### src/rtl/vga_rx_grid_capture_pkg.sv
// vga_rx_grid_capture_pkg: 640x480@60 timing defaults, lock states and cell-centre helpers
package vga_rx_grid_capture_pkg;
  localparam int VGA_H_ACTIVE = 640;
  localparam int VGA_H_FP = 16;
  localparam int VGA_H_SYNC = 96;
  localparam int VGA_H_BP = 48;
  localparam int VGA_V_ACTIVE = 480;
  localparam int VGA_V_FP = 10;
  localparam int VGA_V_SYNC = 2;
  localparam int VGA_V_BP = 33;
  localparam int VGA_H_TOTAL = VGA_H_ACTIVE + VGA_H_FP + VGA_H_SYNC + VGA_H_BP;
  localparam int VGA_V_TOTAL = VGA_V_ACTIVE + VGA_V_FP + VGA_V_SYNC + VGA_V_BP;
  typedef enum logic [1:0] {SEARCH, MEASURE, LOCKED} lock_state_t;
  function automatic int cell_cx(input int i, input int h_active);
    return h_active / 8 + (h_active / 4) * (i % 4);
  endfunction
  function automatic int cell_cy(input int i, input int v_active);
    return v_active / 4 + (v_active / 2) * (i / 4);
  endfunction
endpackage

### src/rtl/vga_rx_grid_capture_timing.sv
// vga_rx_timing: sync input register, edge detect, h/v counters, lock FSM and error count
module vga_rx_timing
  import vga_rx_grid_capture_pkg::*;
#(
  parameter int H_ACTIVE = VGA_H_ACTIVE,
  parameter int H_FP = VGA_H_FP,
  parameter int H_SYNC = VGA_H_SYNC,
  parameter int H_BP = VGA_H_BP,
  parameter int V_ACTIVE = VGA_V_ACTIVE,
  parameter int V_FP = VGA_V_FP,
  parameter int V_SYNC = VGA_V_SYNC,
  parameter int V_BP = VGA_V_BP,
  parameter int X_OFFSET = 0,
  parameter int LOCK_FRAMES = 2
) (
  input  logic       clk,
  input  logic       rst,
  input  logic       hsync_n,
  input  logic       vsync_n,
  output logic       locked,
  output logic       active,
  output logic [9:0] pos_x,
  output logic [8:0] pos_y,
  output logic       vfall,
  output logic       frame_ok,
  output logic [7:0] err_cnt
);
  localparam logic [9:0] H_TOTAL = 10'(H_ACTIVE + H_FP + H_SYNC + H_BP);
  localparam logic [9:0] H_LAST = 10'(H_ACTIVE + H_FP + H_SYNC + H_BP - 1);
  localparam logic [9:0] V_LAST = 10'(V_ACTIVE + V_FP + V_SYNC + V_BP - 1);
  localparam logic [9:0] HS0 = 10'(H_SYNC + H_BP + X_OFFSET);
  localparam logic [9:0] HS1 = 10'(H_SYNC + H_BP + X_OFFSET + H_ACTIVE);
  localparam logic [9:0] VS0 = 10'(V_SYNC + V_BP);
  localparam logic [9:0] VS1 = 10'(V_SYNC + V_BP + V_ACTIVE);
  localparam logic [7:0] LOCK_N = 8'(LOCK_FRAMES);
  logic hs_r, vs_r, hs_d, vs_d, hfall, viol, in_act;
  logic [9:0] h_cnt, v_cnt;
  logic [7:0] good, good_nxt;
  lock_state_t state, state_nxt;
  assign hfall = hs_d & ~hs_r;
  assign vfall = vs_d & ~vs_r;
  assign locked = state == LOCKED;
  assign in_act = h_cnt >= HS0 && h_cnt < HS1 && v_cnt >= VS0 && v_cnt < VS1;
  assign frame_ok = vfall && state == LOCKED && !viol;
  // a line that runs to H_TOTAL without hfall counts once, when h_cnt passes through H_TOTAL
  always_comb begin
    viol = state != SEARCH && ((hfall && h_cnt != H_LAST) || (vfall && v_cnt != V_LAST) || h_cnt == H_TOTAL);
    state_nxt = state;
    good_nxt = good;
    if (viol) state_nxt = SEARCH;
    else if (vfall && state == SEARCH) begin
      state_nxt = MEASURE;
      good_nxt = '0;
    end else if (vfall && state == MEASURE) begin
      good_nxt = good + 8'd1;
      state_nxt = good_nxt == LOCK_N ? LOCKED : MEASURE;
    end
  end
  always_ff @(posedge clk) begin
    if (rst) begin
      {hs_r, vs_r, hs_d, vs_d} <= '0;
      h_cnt <= '0;
      v_cnt <= '0;
      state <= SEARCH;
      good <= '0;
      err_cnt <= '0;
      active <= 1'b0;
      pos_x <= '0;
      pos_y <= '0;
    end else begin
      {hs_r, vs_r} <= {hsync_n, vsync_n};
      {hs_d, vs_d} <= {hs_r, vs_r};
      h_cnt <= hfall ? '0 : (&h_cnt ? h_cnt : h_cnt + 10'd1);
      v_cnt <= vfall ? '0 : (hfall && !(&v_cnt) ? v_cnt + 10'd1 : v_cnt);
      state <= state_nxt;
      good <= good_nxt;
      if (viol && !(&err_cnt)) err_cnt <= err_cnt + 8'd1;
      active <= in_act;
      pos_x <= in_act ? h_cnt - HS0 : '0;
      pos_y <= in_act ? 9'(v_cnt - VS0) : '0;
    end
  end
endmodule

### src/rtl/vga_rx_grid_capture.sv
// vga_rx_grid_capture: VGA receive checker sampling the centre pixel of each 4x2 grid cell per good frame
module vga_rx_grid_capture
  import vga_rx_grid_capture_pkg::*;
#(
  parameter int H_ACTIVE = VGA_H_ACTIVE,
  parameter int H_FP = VGA_H_FP,
  parameter int H_SYNC = VGA_H_SYNC,
  parameter int H_BP = VGA_H_BP,
  parameter int V_ACTIVE = VGA_V_ACTIVE,
  parameter int V_FP = VGA_V_FP,
  parameter int V_SYNC = VGA_V_SYNC,
  parameter int V_BP = VGA_V_BP,
  parameter int X_OFFSET = 0,
  parameter int LOCK_FRAMES = 2,
  parameter int DW = 3
) (
  input  logic            clk,
  input  logic            rst,
  input  logic            hsync_n,
  input  logic            vsync_n,
  input  logic [DW-1:0]   rgb,
  output logic            locked,
  output logic            active,
  output logic [9:0]      pos_x,
  output logic [8:0]      pos_y,
  output logic [8*DW-1:0] cells,
  output logic            frame_valid,
  output logic [7:0]      err_cnt
);
  logic vfall, frame_ok;
  logic [7:0] seen, hit;
  logic [8*DW-1:0] shadow;
  logic [DW-1:0] rgb_q [3];
  vga_rx_timing #(
    .H_ACTIVE(H_ACTIVE), .H_FP(H_FP), .H_SYNC(H_SYNC), .H_BP(H_BP),
    .V_ACTIVE(V_ACTIVE), .V_FP(V_FP), .V_SYNC(V_SYNC), .V_BP(V_BP),
    .X_OFFSET(X_OFFSET), .LOCK_FRAMES(LOCK_FRAMES)
  ) u_timing (
    .clk(clk), .rst(rst), .hsync_n(hsync_n), .vsync_n(vsync_n),
    .locked(locked), .active(active), .pos_x(pos_x), .pos_y(pos_y),
    .vfall(vfall), .frame_ok(frame_ok), .err_cnt(err_cnt)
  );
  for (genvar i = 0; i < 8; i++) begin : g_hit
    assign hit[i] = active && pos_x == 10'(cell_cx(i, H_ACTIVE)) && pos_y == 9'(cell_cy(i, V_ACTIVE));
  end
  // rgb_q[2] lines the pixel up with the registered pos_x/pos_y it belongs to
  always_ff @(posedge clk) begin
    if (rst) begin
      rgb_q <= '{default: '0};
      shadow <= '0;
      seen <= '0;
      cells <= '0;
      frame_valid <= 1'b0;
    end else begin
      rgb_q <= '{rgb, rgb_q[0], rgb_q[1]};
      frame_valid <= frame_ok && &seen;
      if (frame_ok && &seen) cells <= shadow;
      seen <= vfall ? '0 : seen | hit;
      for (int i = 0; i < 8; i++) if (hit[i]) shadow[DW*i +: DW] <= rgb_q[2];
    end
  end
endmodule
### config.mk
export PLATFORM = sky130hd
export DESIGN_NAME = vga_rx_grid_capture
export DESIGN_NICKNAME = d
export VERILOG_FILES = /design/src/rtl/vga_rx_grid_capture_pkg.sv /design/src/rtl/vga_rx_grid_capture_timing.sv /design/src/rtl/vga_rx_grid_capture.sv
export SDC_FILE = /design/constraint.sdc
export NUM_CORES = 1
export LEC_CHECK = 0
export ABC_AREA = 0
export CORE_MARGIN = 4
export CORE_UTILIZATION = 56
export DETAILED_ROUTE_END_ITERATION = 6
export PLACE_DENSITY = 0.9
export SYNTH_ARGS = -nofsm -noshare
export SYNTH_HDL_FRONTEND = slang
export SYNTH_SLANG_ARGS = --single-unit
### constraint.sdc
create_clock -name clk -period 2.42 [get_ports clk]
set_input_delay 0.484 -clock clk [delete_from_list [all_inputs] [get_ports clk]]
set_output_delay 0.484 -clock clk [all_outputs]
set_load 0.05 [all_outputs]
======== After elaboration in Yosys (flattened, before gate mapping) ========
Cells that the tools add are included.
operators by class
  $add $sub $neg .......................... 6
  magnitude comparators ................... 4
  equal/unequal tests ..................... 12
  muxes and demuxes ....................... 5
  reductions and logical operators ........ 43
  bitwise gates (word level) .............. 7
  shifts and indexed selects .............. 0
  div/mod/pow operators ................... 0
  multipliers ............................. 0
operator list
  cell                   number
  $logic_and 1x1->1      25
  $add 10x1->10 const B  2
  $eq 10x10->1 const B   2
  $lt 10x10->1 const B   2
  $ne 10x10->1 const B   2
  $reduce_and 10->1      2
  $add 8x1->8 const B    2
  $mux 8                 2
  $reduce_and 8->1       2
  $eq 10x7->1 const B    1
  $eq 10x8->1 const B    1
  $eq 10x9->1 const B    1
  $ge 10x6->1 const B    1
  $ge 10x8->1 const B    1
  $sub 10x8->10 const B  1
  $eq 9x7->1 const B     1
  $eq 9x9->1 const B     1
  $sub 9x6->9 const B    1
  $eq 8x2->1 const B     1
  $or 8x8->8             1
  $reduce_or 2->1        4
  $not 1->1              4
  $reduce_bool 2->1      2
  $logic_not 1->1        3
  other kinds (9)        12
word-level totals
  memory bits (read-only) ................. 0
  memory bits (writable) .................. 0
  bits of input ports ..................... 7
  output and inout bits ................... 54
  register bits after elaboration ......... 128
  memories ................................ 0
  logic and storage cells ................. 104
  latch bits .............................. 0

======== Logic depth before layout (Yosys ltp) ========
Gate-level depths: netlist of run 1.
  depth after elaboration ................. 9
  mapped depth ............................ 8
  gate-level depth less buffers ........... 7

======== Cells and area by module ========
From an unflattened synthesis of run 1, not the netlist that was laid out.
unflattened totals
  cell total of the unflattened synthesis .. 586
  area, all modules ....................... 5474.0 um^2
modules (own cells, without submodules)
  module               area an instance (um^2)  cells an instance  sequential area each (um^2)  times used
  vga_rx_timing        2959.1                   347                1241.2                       1
  vga_rx_grid_capture  2514.9                   239                1321.3                       1

======== Worst setup path before layout of run 1 ========
OpenSTA, ideal clock, no wires.
  path kind ............................... register to register
  start ................................... register u_timing.err_cnt[0]
  end ..................................... register u_timing.err_cnt[1]
  clock period less this slack ............ 2.001 ns
  library setup time ...................... 0.116 ns
  buffers on the path ..................... 1
  stages on the path, launching flop included .. 7
  arrival ................................. 1.885 ns
  slack ................................... 0.419 ns
  required time ........................... 2.304 ns
  cells stage by stage .................... dfxtp_1 > ha_1 > nand2_1 > or3_1 > clkbuf_1 > and2_1 > a31o_2
between the ends
  word-level cells in the longest chain between the ends .. 3
  elaborated cells between the ends (all ways) .. 4
  classes of those cells .................. add/sub (1); reduce/logical (3)
ends and longest elaborated chain
  what                                                                 RTL line                          RTL
  from (decl)                                                          vga_rx_grid_capture_timing.sv:26  output logic [7:0] err_cnt
  from (signal assigned)                                               vga_rx_grid_capture_timing.sv:77  if (viol && !(&err_cnt)) err_cnt <= err_cnt + 8'd1;
  parallel branches: the longest is 3 deep, another holds $add 8x1->8  n/a
Several ways; the timed one is not identified.
A chain may end at the register's enable or synchronous reset.

======== Worst setup path after layout of run 1 ========
  start ................................... register u_timing.pos_x[6]
  end ..................................... output pos_x[6]
RTL lines
  what                    RTL line                          RTL
  from (decl)             vga_rx_grid_capture_timing.sv:22  output logic [9:0] pos_x,
  from (signal assigned)  vga_rx_grid_capture_timing.sv:79  pos_x <= in_act ? h_cnt - HS0 : '0;
  to (decl)               vga_rx_grid_capture.sv:24         output logic [9:0] pos_x,
No word-level cell between the ends.

==> results of run 1 <==
## cell usage in the layout (no fill, tap or decap), drive strengths merged, types with 2 or more instances in the layout
cell type and count:
a21oi 18, a311o 2, a31o 5, a31oi 3, a41o 2, and2 3, and3 7, and4 2
buf 5, bufinv 3, clkbuf 17, clkdlybuf4s50 58, clkinv 5, clkinvlp 2, dfxtp 128, ha 11
inv 22, mux2i 51, nand2 31, nand2b 5, nand3 13, nand4 16, nand4b 2, nor2 122
nor2b 17, nor3 10, nor3b 2, nor4 5, o2111ai 2, o211ai 6, o21ai 7, o31ai 6
o41ai 2, or3 8, or4 3, xnor2 16, xor2 6
## logic make-up after synthesis
kind of cell | count (synthesis)
AOI/OAI and AO/OA | 63
xor gates and xnor gates | 22
adders and majority gates | 11
buffers and inverters | 50
DFF | 128
muxes | 51
and+or+nand+nor | 251
## how the worst min path moves through the flow
stage,from,endpoint,slack (ns),depth (start not counted)
floorplan,rgb_q[3],rgb_q[0],0.41,1
global placement,rgb_q[6],rgb_q[3],0.43,1
detailed placement,rgb_q[3],rgb_q[0],0.43,1
CTS,rst,u_timing.hs_d,0.35,2
global route,rst,u_timing.hs_d,0.37,2
finish,rst,u_timing.hs_d,0.36,2
## layer usage
| layer | share of wire (%) | up-vias | track usage, % |
|---|---|---|---|
| li1 | - | 2087 | - |
| met1 | 42 | 2144 | 29.8 |
| met2 | 50 | 201 | 41.4 |
| met3 | 6.7 | 29 | 6.67 |
| met4 | 2.2 | 0 | 10.7 |
| met5 | 0 | - | 0 |
## where the power goes
group | leakage [nW] | internal, mW | switching (mW)
Combinational | 1.23 | 0.0319 | 0.0679
Sequential | 1.03 | 2.12 | 0.0143
Clock | 0.286 | 1.58 | 0.983
## sequential cells by signal, indices dropped and copies added, names as in the netlist, 9 cells and up
| name | cells |
|---|---|
| u_timing.v_cnt | 10 |
| rgb_q | 9 |
| u_timing.h_cnt | 10 |
| u_timing.pos_y | 9 |
| shadow | 24 |
| u_timing.pos_x | 10 |
| cells | 24 |
## layout make-up
cell class                      instances  area share, %
Multi-Input combinational cell        398           38.6
Timing Repair Buffer                   64           9.72
Inverter                               18           1.03
Sequential cell                       128           39.1
Tap cell                              129           2.46
Clock buffer                           17           6.32
Clock inverter                         14           2.75
## per-stage QoR
stage                     std cells  power, mW  area (um2)
final                           768       4.80        6560
after global routing            768       4.93        6560
after CTS                       768       4.80        6560
after detailed placement        737       2.28        5960
after global placement          737       2.27        5960
after floorplan                 576       2.25        5310
## timing repair
action                                  CTS  global route
endpoints found under the setup margin    1             1
pin swaps                                 0             0
resized for setup                         1             1
==> run summary, run 1 <==
filler cell count -> 602
Crit path arrival time -> 1.81 ns
DR pass1 iterations -> 5
Crit-path slowest cell -> clkdlybuf4s50_1
GPL Wtd Cong -> 0.856
Post-Synth Adder-Cell Area -> 2.59%
LEAKAGE -> 2.55 nW
clk slew on worst S/H paths -> 0.06 ns
Slew HR -> 52.4%
mux share of post-synthesis cell area -> 9.61%
worst vdd ir -> 0.569 mV
worst min path class -> input port to flop
Slew @ Worst Pin -> 0.712 ns
initial antenna violation count -> 0
cell taking the most area after synthesis -> dfxtp_1
Tcrit/Tclk final -> 94.8%
DR WL/cell -> 17.1 um
Final Util -> 70.9%
Main synth FF type -> dfxtp_1
max-slew violations -> 0
Iteration-0 DRC Markers -> 353
crit-path max cell delay -> 0.86 ns
routed wire length -> 13.2 mm
P&R area growth vs syn -> 23.4%
EDFF count, synth -> 0
sequential share of the synthesized area -> 48.2%
stages on the worst setup path -> 1
outcome -> complete, no violations
Worst Setup EP -> pos_x[6]
worst path buffer plus inverter count -> 1
flop2flop setup slack -> 0.14 ns
Core Area -> 0.00924 mm2
CTS Buf Count -> 17
Die ar. -> 0.0111 mm2
synth top area cells -> dfxtp_1 (48%), mux2i_1 (9.6%), nor2_1 (8.6%), xnor2_1 (2.6%), ha_1 (2.6%)
most frequent cells after synthesis -> dfxtp_1 (128), nor2_1 (122), mux2i_1 (51)
Max Cap Viol -> 0
share of the synthesized area in the top cell type -> 48.2%
post-synthesis compound-gate area fraction -> 8.78%
DPL Wire Length -> 8.22 mm
achievable frequency -> 0.436 GHz
CP max FO -> 5
final setup fails -> 0
setup bufs post-CTS -> 0
CTS Hold Buffers Added -> 0
H-tree depth -> 4
CP required -> 1.94 ns
WHS -> 0.364 ns
Final Hold Fails -> 0
vias per cell -> 5.81
die width -> 105 um
gr usage total -> 24.7%
vias in the first global route -> 4,594
storage element area -> 0.00256 mm2
Nets -> 645
post-synthesis cell area -> 0.00531 mm2
Rows -> 35
first-pass GRT wire length -> 22.3 mm
Skew-Pair Late Insertion Delay -> 0.52 ns
TritonCTS clock tree -> done
largest net degree at the start of global routing -> 58
Worst Setup End Kind -> primary output
Mapped Cells -> 576
# diodes -> 0
routed vias -> 4,461
Reg2Reg Launch Point -> u_timing.v_cnt[0]
depth of the worst register-to-register path -> 7
XOR/XNOR Fraction of Synth Area -> 3.63%
delay-heaviest family, CP -> buffers and inverters
Die Ht -> 105 um
Setup Skew -> 0.00880 ns
antenna viol nets, final -> 0
post-synth net total -> 594
Ports -> 61
Remaining Overflow, GRT -> 0
# clock sinks -> 128
CP Launch Type -> flop
root buf cell -> clkbuf_8
Avg Cell Area, Syn -> 9.23 um2
worst-case clock buffer depth -> 2
post-layout worst setup margin -> 0.125 ns
most frequent cell after synthesis -> dfxtp_1
Multi-input gate area -> 0.00253 mm2
largest family of logic cells by synthesized area -> simple AND/OR/NAND/NOR gates
IO buf count -> 60
worst path cell trace -> clkdlybuf4s50_1
count of state elements after synthesis -> 128
Setup TNS -> 0 ns
PwrDens -> 732 mW/mm2
crit path kind -> flop to primary output
Yosys cell types -> 55
pre-CTS setup slack -> 0.198 ns
Yosys warnings -> 0
FFs w/ async S/R, synth -> 0%
post-layout min period -> 2.30 ns
Initial Util -> 57.5%
Post-route DRC -> 0
layout cells sized above 1 -> 7.51%
worst setup path start -> u_timing.pos_x[6]
R2R Path End -> u_timing.err_cnt[7]
RSZ-0062 raised after global routing -> no
Post-Synth Simple-Gate Area -> 23.1%
Power figures use the tool's default switching activity.
==> inputs of run 2 (changes only) <==
- CORE_UTILIZATION: 56 -> 40
- PLACE_DENSITY: 0.9 -> 0.7
==> run 2 against run 1 <==
Net effect: first-iteration DRC count shrank 36%; cell area grew 1.6%; sequential power is essentially flat; non-clock buffer count grew 2; count of clock-buffer cells in the layout grew 6; die area grew 37%; setup slack gained 0.012 ns; critical endpoint is now u_timing.err_cnt[5]; largest cell class unchanged; largest power group unchanged.
==> run summary, run 2 (synthesized netlist as in run 1, its figures left out) <==
clk slew on worst S/H paths -> 0.05 ns (was 0.06 ns)
initial antenna violation count -> 0 (unchanged)
Slew HR -> 55.6% (was 52.4%)
commonest non-fill, non-tap cell in the layout -> dfxtp_1 (unchanged)
DR pass1 iterations -> 4 (was 5)
Setup Skew -> 0.00775 ns (was 0.00880 ns)
antenna viol nets, final -> 0 (unchanged)
largest net degree at the start of global routing -> 70 (was 58)
routed vias -> 4,170 (was 4,461)
crit path kind -> flop to flop (was flop to primary output)
filler cell count -> 1,163 (was 602)
Post-route DRC -> 0 (unchanged)
Max Cap Viol -> 0 (unchanged)
IO buf count -> 60 (unchanged)
storage element area -> 0.00256 mm2 (unchanged)
Power Total -> 4.88 mW (was 4.80 mW)
achievable frequency -> 0.438 GHz (was 0.436 GHz)
CTS Buf Count -> 17 (unchanged)
H-tree depth -> 4 (unchanged)
Rows -> 41 (was 35)
R2R Path End -> u_timing.err_cnt[5] (was u_timing.err_cnt[7])
Die ar. -> 0.0152 mm2 (was 0.0111 mm2)
Initial Util -> 41.4% (was 57.5%)
Worst Setup EP -> u_timing.err_cnt[5] (was pos_x[6])
GPL Wtd Cong -> 0.873 (was 0.856)
worst setup path start -> u_timing.v_cnt[0] (was u_timing.pos_x[6])
depth of the worst register-to-register path -> 7 (unchanged)
# clock sinks -> 128 (unchanged)
Ports -> 61 (unchanged)
vias in the first global route -> 4,091 (was 4,594)
Die Ht -> 123 um (was 105 um)
Remaining Overflow, GRT -> 0 (unchanged)
CP max FO -> 12 (was 5)
flop2flop setup slack -> 0.14 ns (about the same)
Nets -> 647 (was 645)
CP required -> 2.76 ns (was 1.94 ns)
DR WL/cell -> 14.4 um (was 17.1 um)
outcome -> complete, no violations (unchanged)
first-pass GRT wire length -> 19.9 mm (was 22.3 mm)
biggest registers after layout -> cells x24, shadow x24 (unchanged)
routed wire length -> 11.7 mm (was 13.2 mm)
vias per cell -> 5.13 (was 5.81)
P&R area growth vs syn -> 25.3% (was 23.4%)
Skew-Pair Late Insertion Delay -> 0.41 ns (was 0.52 ns)
Crit path arrival time -> 2.62 ns (was 1.81 ns)
post-layout min period -> 2.28 ns (was 2.30 ns)
Reg2Reg Launch Point -> u_timing.v_cnt[0] (unchanged)
RSZ-0062 raised after global routing -> no (unchanged)
worst min path class -> flop to flop (was input port to flop)
die width -> 123 um (was 105 um)
root buf cell -> clkbuf_16 (was clkbuf_8)
Tcrit/Tclk final -> 94.4% (was 94.8%)
worst-case clock buffer depth -> 2 (unchanged)
most frequent cells in the layout -> dfxtp_1 (128), nor2_1 (122), clkdlybuf4s50_1 (58) (unchanged)
DPL Wire Length -> 8.08 mm (was 8.22 mm)
# diodes -> 0 (unchanged)
worst vdd ir -> 0.395 mV (was 0.569 mV)
CP Launch Type -> flop (unchanged)
PwrDens -> 733 mW/mm2 (was 732 mW/mm2)
Multi-input gate area -> 0.00253 mm2 (unchanged)
Iteration-0 DRC Markers -> 226 (was 353)
gr usage total -> 16.6% (was 24.7%)
TritonCTS clock tree -> done (unchanged)
Core Area -> 0.0128 mm2 (was 0.00924 mm2)
Worst Setup End Kind -> flop (was primary output)
Hold Path Origin -> rgb_q[7] (was rst)
Setup TNS -> 0 ns (unchanged)
max-slew violations -> 0 (unchanged)
setup bufs post-CTS -> 0 (unchanged)
Slew @ Worst Pin -> 0.667 ns (was 0.712 ns)
layout cells sized above 1 -> 7.49% (was 7.51%)
LEAKAGE -> 2.59 nW (was 2.55 nW)
Final Hold Fails -> 0 (unchanged)
final setup fails -> 0 (unchanged)
run 2: what timing repair did:
action | 4_1_cts | 5_1_grt
endpoints found under the setup margin | 0 | 1
gates resized for setup | 0 | 1
hold buffers | 0 | 0
run 2: critical path: stages (launching register included):
cell and delay, ns:
dfxtp_1 0.43, inv_1 0.11, ha_1 0.20, and3_1 0.21, a31o_2 0.23, a31o_1 0.34
or4_1 0.54, a21oi_1 0.15
run 2: per-layer routing:
metal | track usage, % | up-vias | share of wire (%)
met5 | 0 | - | 0
met4 | 8.10 | 0 | 2.5
met3 | 5.22 | 22 | 5.5
met2 | 24.7 | 81 | 45
met1 | 21.8 | 1980 | 47
li1 | - | 2087 | -
run 2: through the flow:
stage               utilization [%]  setup WS (ns)  cell area, um2  instances  hold slack (ns)
detailed placement             47.0          0.181            6030        782            0.422
floorplan                         -          0.419            5310        576            0.414
CTS                            51.9         0.0142            6660        813            0.436
global placement               47.0          0.255            6030        782            0.425
global route                   51.9         0.0181            6660        813            0.464
finish                         51.9          0.137            6660        813            0.439
run 2: how the worst min path moves through the flow:
stage / cells past startpoint / slack [ns] / to
4_1_cts: 4 / 0.44 / u_timing.good[1]
3_5_place_dp: 1 / 0.42 / rgb_q[5]
6_report: 1 / 0.44 / rgb_q[4]
2_1_floorplan: 1 / 0.41 / rgb_q[0]
3_3_place_gp: 1 / 0.43 / rgb_q[4]
5_1_grt: 1 / 0.46 / rgb_q[5]
run 2: layout make-up:
class	instances	area share, %
flip-flops and latches	128	38.5
multi-input cells	398	38.0
well taps	172	3.23
clock buffers	23	7.48
clock inverters	8	1.92
repair buffers	66	9.85
inverters	18	1.01
run 2: report_power, final:
part	total [mW]	internal [mW]	switching [mW]	leakage, nW
Sequential	2.14	2.12	0.0132	1.03
Combinational	0.0963	0.0325	0.0639	1.25
Clock	2.65	1.75	0.899	0.301
